==> config.mk <==
export PLATFORM = sky130hd
export DESIGN_NAME = ifetch
export DESIGN_NICKNAME = d
export VERILOG_FILES = /design/src/rtl/ifetch.sv
export SDC_FILE = /design/constraint.sdc
export NUM_CORES = 1
export LEC_CHECK = 0
export CAP_MARGIN = 20
export CORE_UTILIZATION = 60
export CTS_CLUSTER_SIZE = 28
export DETAILED_ROUTE_END_ITERATION = 6
export DONT_BUFFER_PORTS = 1
export PLACE_DENSITY = 0.8
export SLEW_MARGIN = 20
export SYNTH_ARGS = -nofsm -noshare
export SYNTH_HDL_FRONTEND = slang
export SYNTH_SLANG_ARGS = --single-unit
export TNS_END_PERCENT = 30
==> constraint.sdc <==
create_clock -name clk -period 2.8 [get_ports clk]
set_clock_uncertainty 0.05 [all_clocks]
set_input_delay 0.7 -clock clk [delete_from_list [all_inputs] [get_ports clk]]
set_output_delay 0.7 -clock clk [all_outputs]
set_load 0.02 [all_outputs]
==> src/rtl/ifetch.sv <==
// rtl/ifetch.sv - instruction fetch stage: valid/ack imem read, stall to PC, fault on error/timeout/misalign
// Optional performance counters are enabled by defining IFETCH_PERF_EN.
module ifetch #(
  parameter int unsigned TIMEOUT  = 16,
  parameter logic [31:0] NOP_WORD = 32'h00000000
) (
  input  logic        clk,
  input  logic        reset,
  input  logic [31:0] ia,
  output logic        imem_req,
  output logic [31:0] imem_addr,
  input  logic        imem_ack,
  input  logic [31:0] imem_rdata,
  input  logic        imem_err,
  output logic [31:0] instr,
  output logic        instr_valid,
  output logic        fetch_fault,
  output logic        Stall
`ifdef IFETCH_PERF_EN
  ,
  output logic [31:0] fetch_count,
  output logic [31:0] stall_cycles
`endif
);

  typedef enum logic {
    S_REQ   = 1'b0,
    S_VALID = 1'b1
  } state_e;

  state_e      state_q, state_d;
  logic [31:0] instr_q, instr_d;
  logic        fault_q, fault_d;
  logic [7:0]  cnt_q, cnt_d;
  logic        misaligned;

  assign misaligned = |ia[1:0];

  always_ff @(posedge clk) begin
    if (reset) begin
      state_q <= S_REQ;
      instr_q <= 32'h0;
      fault_q <= 1'b0;
      cnt_q   <= 8'h0;
    end else begin
      state_q <= state_d;
      instr_q <= instr_d;
      fault_q <= fault_d;
      cnt_q   <= cnt_d;
    end
  end

  always_comb begin
    state_d = state_q;
    instr_d = instr_q;
    fault_d = fault_q;
    cnt_d   = 8'h0;
    case (state_q)
      S_REQ: begin
        if (misaligned) begin
          state_d = S_VALID;
          instr_d = NOP_WORD;
          fault_d = 1'b1;
        end else if (imem_ack) begin
          // A same-cycle ack beats the timeout check below.
          state_d = S_VALID;
          instr_d = imem_err ? NOP_WORD : imem_rdata;
          fault_d = imem_err;
        end else if (cnt_q == 8'(TIMEOUT - 1)) begin
          state_d = S_VALID;
          instr_d = NOP_WORD;
          fault_d = 1'b1;
        end else begin
          cnt_d = cnt_q + 8'd1;
        end
      end
      S_VALID: state_d = S_REQ;
      default: state_d = S_REQ;
    endcase
  end

  assign imem_req    = (state_q == S_REQ) && !misaligned;
  assign imem_addr   = {ia[31:2], 2'b00};
  assign instr       = instr_q;
  assign fetch_fault = fault_q;
  assign instr_valid = (state_q == S_VALID);
  assign Stall       = (state_q != S_VALID);

`ifdef IFETCH_PERF_EN
  logic [31:0] fetch_count_q, stall_cycles_q;

  always_ff @(posedge clk) begin
    if (reset) begin
      fetch_count_q  <= 32'h0;
      stall_cycles_q <= 32'h0;
    end else begin
      if (state_q == S_VALID && fetch_count_q != 32'hFFFFFFFF)
        fetch_count_q <= fetch_count_q + 32'd1;
      if (state_q == S_REQ && stall_cycles_q != 32'hFFFFFFFF)
        stall_cycles_q <= stall_cycles_q + 32'd1;
    end
  end

  assign fetch_count  = fetch_count_q;
  assign stall_cycles = stall_cycles_q;
`endif

endmodule

Yosys cells after proc, flatten, opt, wreduce, memory -nomap -nowiden
Index checks and enable logic that the tools add are counted.
W data, S select, Z words.
{ "word_totals": {"inputBits": 68, "ff_bits": 42, "output_inout_bits": 68} }
{ "op_classes": {"reduce_logical": 6, "eq_ne": 1, "mux": 11, "n_bitwise": 1, "add_sub_neg": 1} }
{ "ops": {"columns": ["cell", "n"], "rows": [
  ["$mux W32", 4],
  ["$add A8 B1 Y8 const B", 1],
  ["$eq A8 B4 Y1 const B", 1],
  ["$mux W1", 6],
  ["$reduce_or A6 Y1", 1],
  ["$reduce_bool A3 Y1", 1],
  ["$pmux W1 S2", 1],
  ["$reduce_and A2 Y1", 1],
  ["$reduce_or A2 Y1", 1],
  ["$logic_and A1 B1 Y1", 1],
  ["$logic_not A1 Y1", 1],
  ["$not A1 Y1", 1]
]} }

Logic depth before layout (Yosys ltp)
Gate-level depths: netlist (run 1).
{ "depth": {"ltp_word": 5, "ltp_mapped": 5, "mapped_depth_nobuf": 4} }

Worst setup path after synthesis (run 1)
No wires, ideal clock.
{ "synth_path": {"path_kind": "in2out", "start": "in ia[0]", "end": "out imem_req", "slack_ns": 0.806, "n_path_buf": 0, "arrival_time_ns": 1.244, "t_required_ns": 2.050, "cell_stages": 1, "cell_sequence": "nor3_1"} }
{ "synth_between": {"elab_chain_len": 3} }
{ "synth_rtl": {"columns": ["item", "line_no", "rtl"], "rows": [
  ["from (decl)", "9", "input logic [31:0] ia,"],
  ["$reduce_or A2 Y1", "37", "assign misaligned = |ia[1:0];"],
  ["$logic_not A1 Y1", "82", "assign imem_req = (state_q == S_REQ) && !misaligned;"],
  ["$logic_and A1 B1 Y1", "82", null],
  ["to (decl)", "10", "output logic imem_req,"]
]} }
No other way between the ends.

Worst setup path after layout (run 1)
{ "layout_path": {"start": "reg state_q, in the netlist instr_valid", "end": "out imem_req"} }
{ "layout_between": {"elab_chain_len": 2} }
{ "layout_rtl": {"columns": ["item", "line_no", "rtl"], "rows": [
  ["from (decl)", "31", "state_e state_q, state_d;"],
  ["from (signal assigned)", "46", "state_q <= state_d;"],
  ["$not A1 Y1 (no source line)", null, null],
  ["$logic_and A1 B1 Y1", "82", null]
]} }
No other way between the ends.

==> impl_metrics.env, run 1 <==
export IMPL_insertedDiodeCount=0
export IMPL_cts_tree="built"
export IMPL_synth_compound_area_share_pct=22.1
export IMPL_grt_max_degree=33
export IMPL_slew_headroom_pct=52.0
export IMPL_htreeDepth=2
export IMPL_yosysWarnings=0
export IMPL_place_area_um2=1480
export IMPL_yosysSeqAreaShare_pct=49.4
export IMPL_place_congestion=0.792
export IMPL_drc=0
export IMPL_nNetsFinal=196
export IMPL_synth_xor_area_share_pct=1.55
export IMPL_finalPower_mw=0.925
export IMPL_clkTransAtPathRegs_ns=0.10
export IMPL_syn_inst=154
export IMPL_hp_class="in2reg"
export IMPL_seqPwrFrac_pct=67.3
export IMPL_clk_insertion_delay_late_ns=0.33
export IMPL_post_cts_buffers=0
export IMPL_design_area_um2=1520
export IMPL_dp_final_hpwl_um=2460
export IMPL_ctsHoldBuffers=0
export IMPL_synth_top_family_by_area="compound AO/OA/AOI/OAI gates"
export IMPL_power_density_nw_per_um2=608
export IMPL_cts_sinks=42
export IMPL_synth_area_um2=1700
export IMPL_ios=136
export IMPL_grt_pass1_wl_um=5060
export IMPL_cts_buffers=5
export IMPL_first_iter_violations=51
export IMPL_synth_ff_type="dfxtp_1"
export IMPL_start_kind="flop"
export IMPL_area_growth_pct=-10.6
export IMPL_drt_vias_per_instance=6.49
export IMPL_antenna_found_initial=0
export IMPL_grt_pass1_vias=1010
export IMPL_worst_pin_slew_ns=0.714
export IMPL_outcome="completed"
export IMPL_worstPathArrival_ns=1.18
export IMPL_cts_resized_gates=0
export IMPL_synth_edf_count=0
export IMPL_period_minus_slack_ns=1.93
export IMPL_finalSetupViolations=0
export IMPL_p_leak_nw=0.564
export IMPL_p_sw_mw=0.209
export IMPL_fp_dieH_um=55.2
export IMPL_numPortBuffers=0
export IMPL_path_class="reg2out"
export IMPL_synthMuxAreaShare_pct=0
export IMPL_clkPwrFrac_pct=28.4
export IMPL_rows=18
export IMPL_synth_seq_cells=42
export IMPL_track_usage_pct=21.4
export IMPL_drv_cap=0
export IMPL_fin_crit_sh_pct=68.8
export IMPL_core_um2=2570
export IMPL_swShare_pct=22.6
export IMPL_drive_gt1_share_pct=11.8
export IMPL_yosys_cell_types_count=30
export IMPL_combPwrFrac_pct=4.4
export IMPL_drv_slew=0
export IMPL_finalHoldViolCount=0
export IMPL_endpoint_kind="output pin"
export IMPL_grt_overflow=0
export IMPL_finalSetupTns_ns=0
export IMPL_crit_path_max_fanout=7
export IMPL_rsz0062_at_grt="false"
export IMPL_vias=1019
export IMPL_wl_um=3320
export IMPL_start_util_pct=66.2
export IMPL_cp_required_ns=2.05
export IMPL_ir_worst_vdd_mv=0.461
export IMPL_power_internal_mw=0.716
export IMPL_final_antenna_net_count=0
export IMPL_die_area_um2=3050
export IMPL_clockBufferDepth=2
export IMPL_yosys_area_share_adder_pct=0.736
export IMPL_synthArstFlopShare_pct=0
export IMPL_max_freq_ghz=0.519
export IMPL_dr_pass1_iters=4
export IMPL_syn_avg_cell_area_um2=11.0
export IMPL_synth_simple_gate_area_share_pct=8.02
export IMPL_dieWidth_um=55.2
export IMPL_final_util_pct=59.2
export IMPL_root_buffer="clkbuf_4"
export IMPL_wl_per_cell_um=21.1
[through the flow]
stage / cells / hold WS, ns / setup WS, ns
5_1_grt: 157 / 0.343 / 0.786
4_1_cts: 157 / 0.358 / 0.845
3_5_place_dp: 150 / 0.401 / 0.716
6_report: 157 / 0.373 / 0.873
3_3_place_gp: 150 / 0.394 / 0.759
2_1_floorplan: 155 / 0.380 / 0.806
[routing by layer]
| metal | part of all wire (%) | GRT usage [%] | up-vias | wire length, um |
|---|---|---|---|---|
| li1 | - | - | 467 | - |
| met1 | 36 | 21.3 | 462 | 1200 |
| met2 | 48 | 34.6 | 53 | 1590 |
| met3 | 10 | 8.43 | 37 | 343 |
| met4 | 5.5 | 18.6 | 0 | 184 |
| met5 | 0 | 0 | - | 0 |
[path summary, 6_finish.rpt]
check / start / depth (start not counted) / end / slack (ns)
max: instr_valid$_SDFF_PP0_ / 2 / imem_req / 0.87
max reg2reg: instr_valid$_SDFF_PP0_ / 4 / instr[12]$_SDFFE_PP0P_ / 0.94
min reg2reg: cnt_q[0]$_SDFF_PP0_ / 1 / cnt_q[0]$_SDFF_PP0_ / 0.43
min: reset / 1 / instr_valid$_SDFF_PP0_ / 0.37
[logic make-up (layout without fill, tap and decap cells)]
| family | after synthesis | count (layout) |
|---|---|---|
| fa+ha+maj | 1 | 1 |
| compound gates | 43 | 43 |
| simple gates | 22 | 22 |
| flops | 42 | 42 |
| other cells | 1 | 2 |
| buf+inv | 42 | 14 |
| xor+xnor | 3 | 3 |
[layout make-up]
type                       count  area [um^2]
inverter                       4         15.0
timing repair buffer           3         22.5
clock buffer                   7         45.0
fill                         220         1050
multi-input combinational     71          559
sequential                    42          841
tap                           30         37.5
[state kept, by name, indices dropped and copies added, names as in the netlist]
register	count
instr_valid	1
instr	32
cnt_q	8
fetch_fault	1
[cells in the final DEF (no fill, tap or decap), types with 2 or more instances in the layout]
cell      synthesis  routed
clkbuf_1          0       2
xnor2_1           2       2
clkbuf_4          0       5
a21oi_1           3       3
nor2_1            6       6
nand3_1           3       3
dfxtp_1          42      42
a22o_2            2       2
a22o_1           30      30
or3_1             3       3
conb_1            1       2
nor2b_1           2       2
inv_1             4       4
o21ai_0           3       3
buf_4            32       3
[worst max-delay path, stage by stage (launching register included)]
cell,delay [ns]
dfxtp_1,0.57
nor3_1,0.10
buf_4,0.18
[synth_stat cells, drive strengths merged (2+ instances only)]
library cell  number  area (um^2)
nand3              3         15.0
nor2               6         22.5
inv                4         15.0
a22o              32          283
xnor2              2         17.5
or3                3         18.8
buf               38          289
dfxtp             42          841
a21oi              3         15.0
nor2b              2         12.5
o21ai              3         15.0
[power groups by stage]
stage                     logic (mW)  registers [mW]  clock network (mW)
after floorplan                0.104           0.633                   0
after global placement        0.0396           0.636                   0
after detailed placement      0.0407           0.636                   0
after CTS                     0.0409           0.622               0.272
after global routing          0.0443           0.623               0.298
final                         0.0405           0.622               0.262
Power figures use the tool's default switching activity.
==> inputs of run 2 (changes only) <==
- CORE_UTILIZATION: 60 -> 55
- PLACE_DENSITY: 0.8 -> 0.77
- clock period: 2.8 -> 1.7 ns (I/O delays scaled with it)
==> impl_metrics.env, run 2 (same netlist as run 1, synthesis figures left out) <==
export IMPL_reg2reg_depth=6
export IMPL_ios=136
export IMPL_nNetsFinal=205
export IMPL_clkTransAtPathRegs_ns=0.13
export IMPL_fill_cells=267
export IMPL_largest_reg_flops=32
export IMPL_place_area_um2=1540
export IMPL_final_common_cell="dfxtp_1"
export IMPL_path_class="reg2reg"
export IMPL_fin_crit_sh_pct=96.3
export IMPL_rsz0062_at_grt="false"
export IMPL_violations="design-rule violations"
export IMPL_first_iter_violations=57
export IMPL_hp_class="in2reg"
export IMPL_p_leak_nw=0.633
export IMPL_grt_pass1_vias=1047
export IMPL_start_kind="flop"
export IMPL_period_minus_slack_ns=1.64
export IMPL_place_congestion=0.697
export IMPL_fp_dieH_um=57.6
export IMPL_dieWidth_um=57.6
export IMPL_finalPower_mw=1.64
export IMPL_final_antenna_net_count=0
export IMPL_ir_worst_vdd_mv=0.433
export IMPL_die_area_um2=3320
export IMPL_root_buffer="clkbuf_4"
export IMPL_cp_required_ns=1.95
export IMPL_start_util_pct=59.6
export IMPL_hold_ws_ns=0.0760
export IMPL_worstPathArrival_ns=1.88
export IMPL_grt_overflow=0
export IMPL_dp_final_hpwl_um=2550
export IMPL_crit_path_max_fanout=8
export IMPL_cts_tree="built"
export IMPL_grt_pass1_wl_um=5220
export IMPL_finalHoldViolCount=0
export IMPL_drive_gt1_share_pct=21.9
export IMPL_outcome="complete, but fails checks"
export IMPL_wl_per_cell_um=22.1
export IMPL_final_cell_mix="41 x dfxtp_1, 30 x a22o_1, 6 x nor2_1, 6 x buf_4, 5 x clkbuf_4"
export IMPL_holdPathStages=1
export IMPL_rows=19
export IMPL_design_area_um2=1680
export IMPL_cts_sinks=42
export IMPL_dr_pass1_iters=7
export IMPL_finalSetupViolations=0
export IMPL_power_density_nw_per_um2=976
export IMPL_core_um2=2850
export IMPL_area_growth_pct=-1.25
export IMPL_endpoint_kind="flop"
export IMPL_numPortBuffers=0
export IMPL_drv_slew=0
export IMPL_drv_cap=0
export IMPL_vias=1094
export IMPL_clockBufferDepth=2
export IMPL_wl_um=3710
export IMPL_track_usage_pct=21.3
export IMPL_insertedDiodeCount=0
export IMPL_drc=11
export IMPL_antenna_found_initial=0
export IMPL_htreeDepth=2
export IMPL_grt_max_degree=33
export IMPL_clk_insertion_delay_late_ns=0.35
export IMPL_max_freq_ghz=0.611
export IMPL_final_util_pct=58.9
export IMPL_cts_buffers=5
export IMPL_drt_vias_per_instance=6.51
-- run 2: stage by stage --
stage | setup TNS, ns | setup slack [ns] | instances
detailed placement | -0.0784 | -0.0133 | 156
floorplan | 0 | 0.0320 | 155
global placement | 0 | 0.0311 | 156
CTS | -0.00180 | -0.00180 | 164
finish | 0 | 0.0636 | 168
global route | 0 | 0.0154 | 168
-- run 2: cell type report --
type                            instances  area (um^2)  area share [%]
Clock buffer                            5         37.5            2.24
Clock inverter                          3         25.0            1.49
Timing Repair Buffer                   12          158            9.39
Sequential cell                        42          842            50.1
Inverter                                4         15.0           0.894
Tap cell                               31         38.8            2.31
Multi-Input combinational cell         71          563            33.5
-- run 2: final timing paths --
check	startpoint	endpoint	slack [ns]
setup reg to reg	cnt_q[1]$_SDFF_PP0_	instr[17]$_SDFFE_PP0P_	0.06
hold / removal	reset	instr_valid$_SDFF_PP0_	0.08
hold reg to reg	cnt_q[7]$_SDFF_PP0_	cnt_q[7]$_SDFF_PP0_	0.47
setup / recovery	cnt_q[1]$_SDFF_PP0_	instr[17]$_SDFFE_PP0P_	0.06
-- run 2: metal layers --
metal  up-vias  global-route usage, %  routed length [um]
li1        487                      -                   -
met1       524                   21.6                1260
met2        54                   35.2                1950
met3        29                   7.03                 340
met4         0                   17.8                 163
met5         -                      0                   0
-- run 2: critical path: stages (launching register included) --
cell       delay [ns]
dfxtp_1          0.35
ha_2             0.18
and4b_2          0.23
a2111oi_4        0.31
buf_6            0.19
clkbuf_16        0.16
a22o_1           0.11
-- run 2: what timing repair did --
item / CTS / global route
setup endpoints to repair: 1 / 32
buffers inserted: 0 / 1
resized for setup: 0 / 4
hold buffers: 0 / 0
hold endpoints to repair: 0 / 0
pin swaps: 0 / 1
cloned: 0 / 3
-- run 2: report_power, final --
| group | switching, mW | internal, mW |
|---|---|---|
| combinational | 0.0538 | 0.0550 |
| clock | 0.341 | 0.169 |
| sequential | 0.0228 | 0.998 |
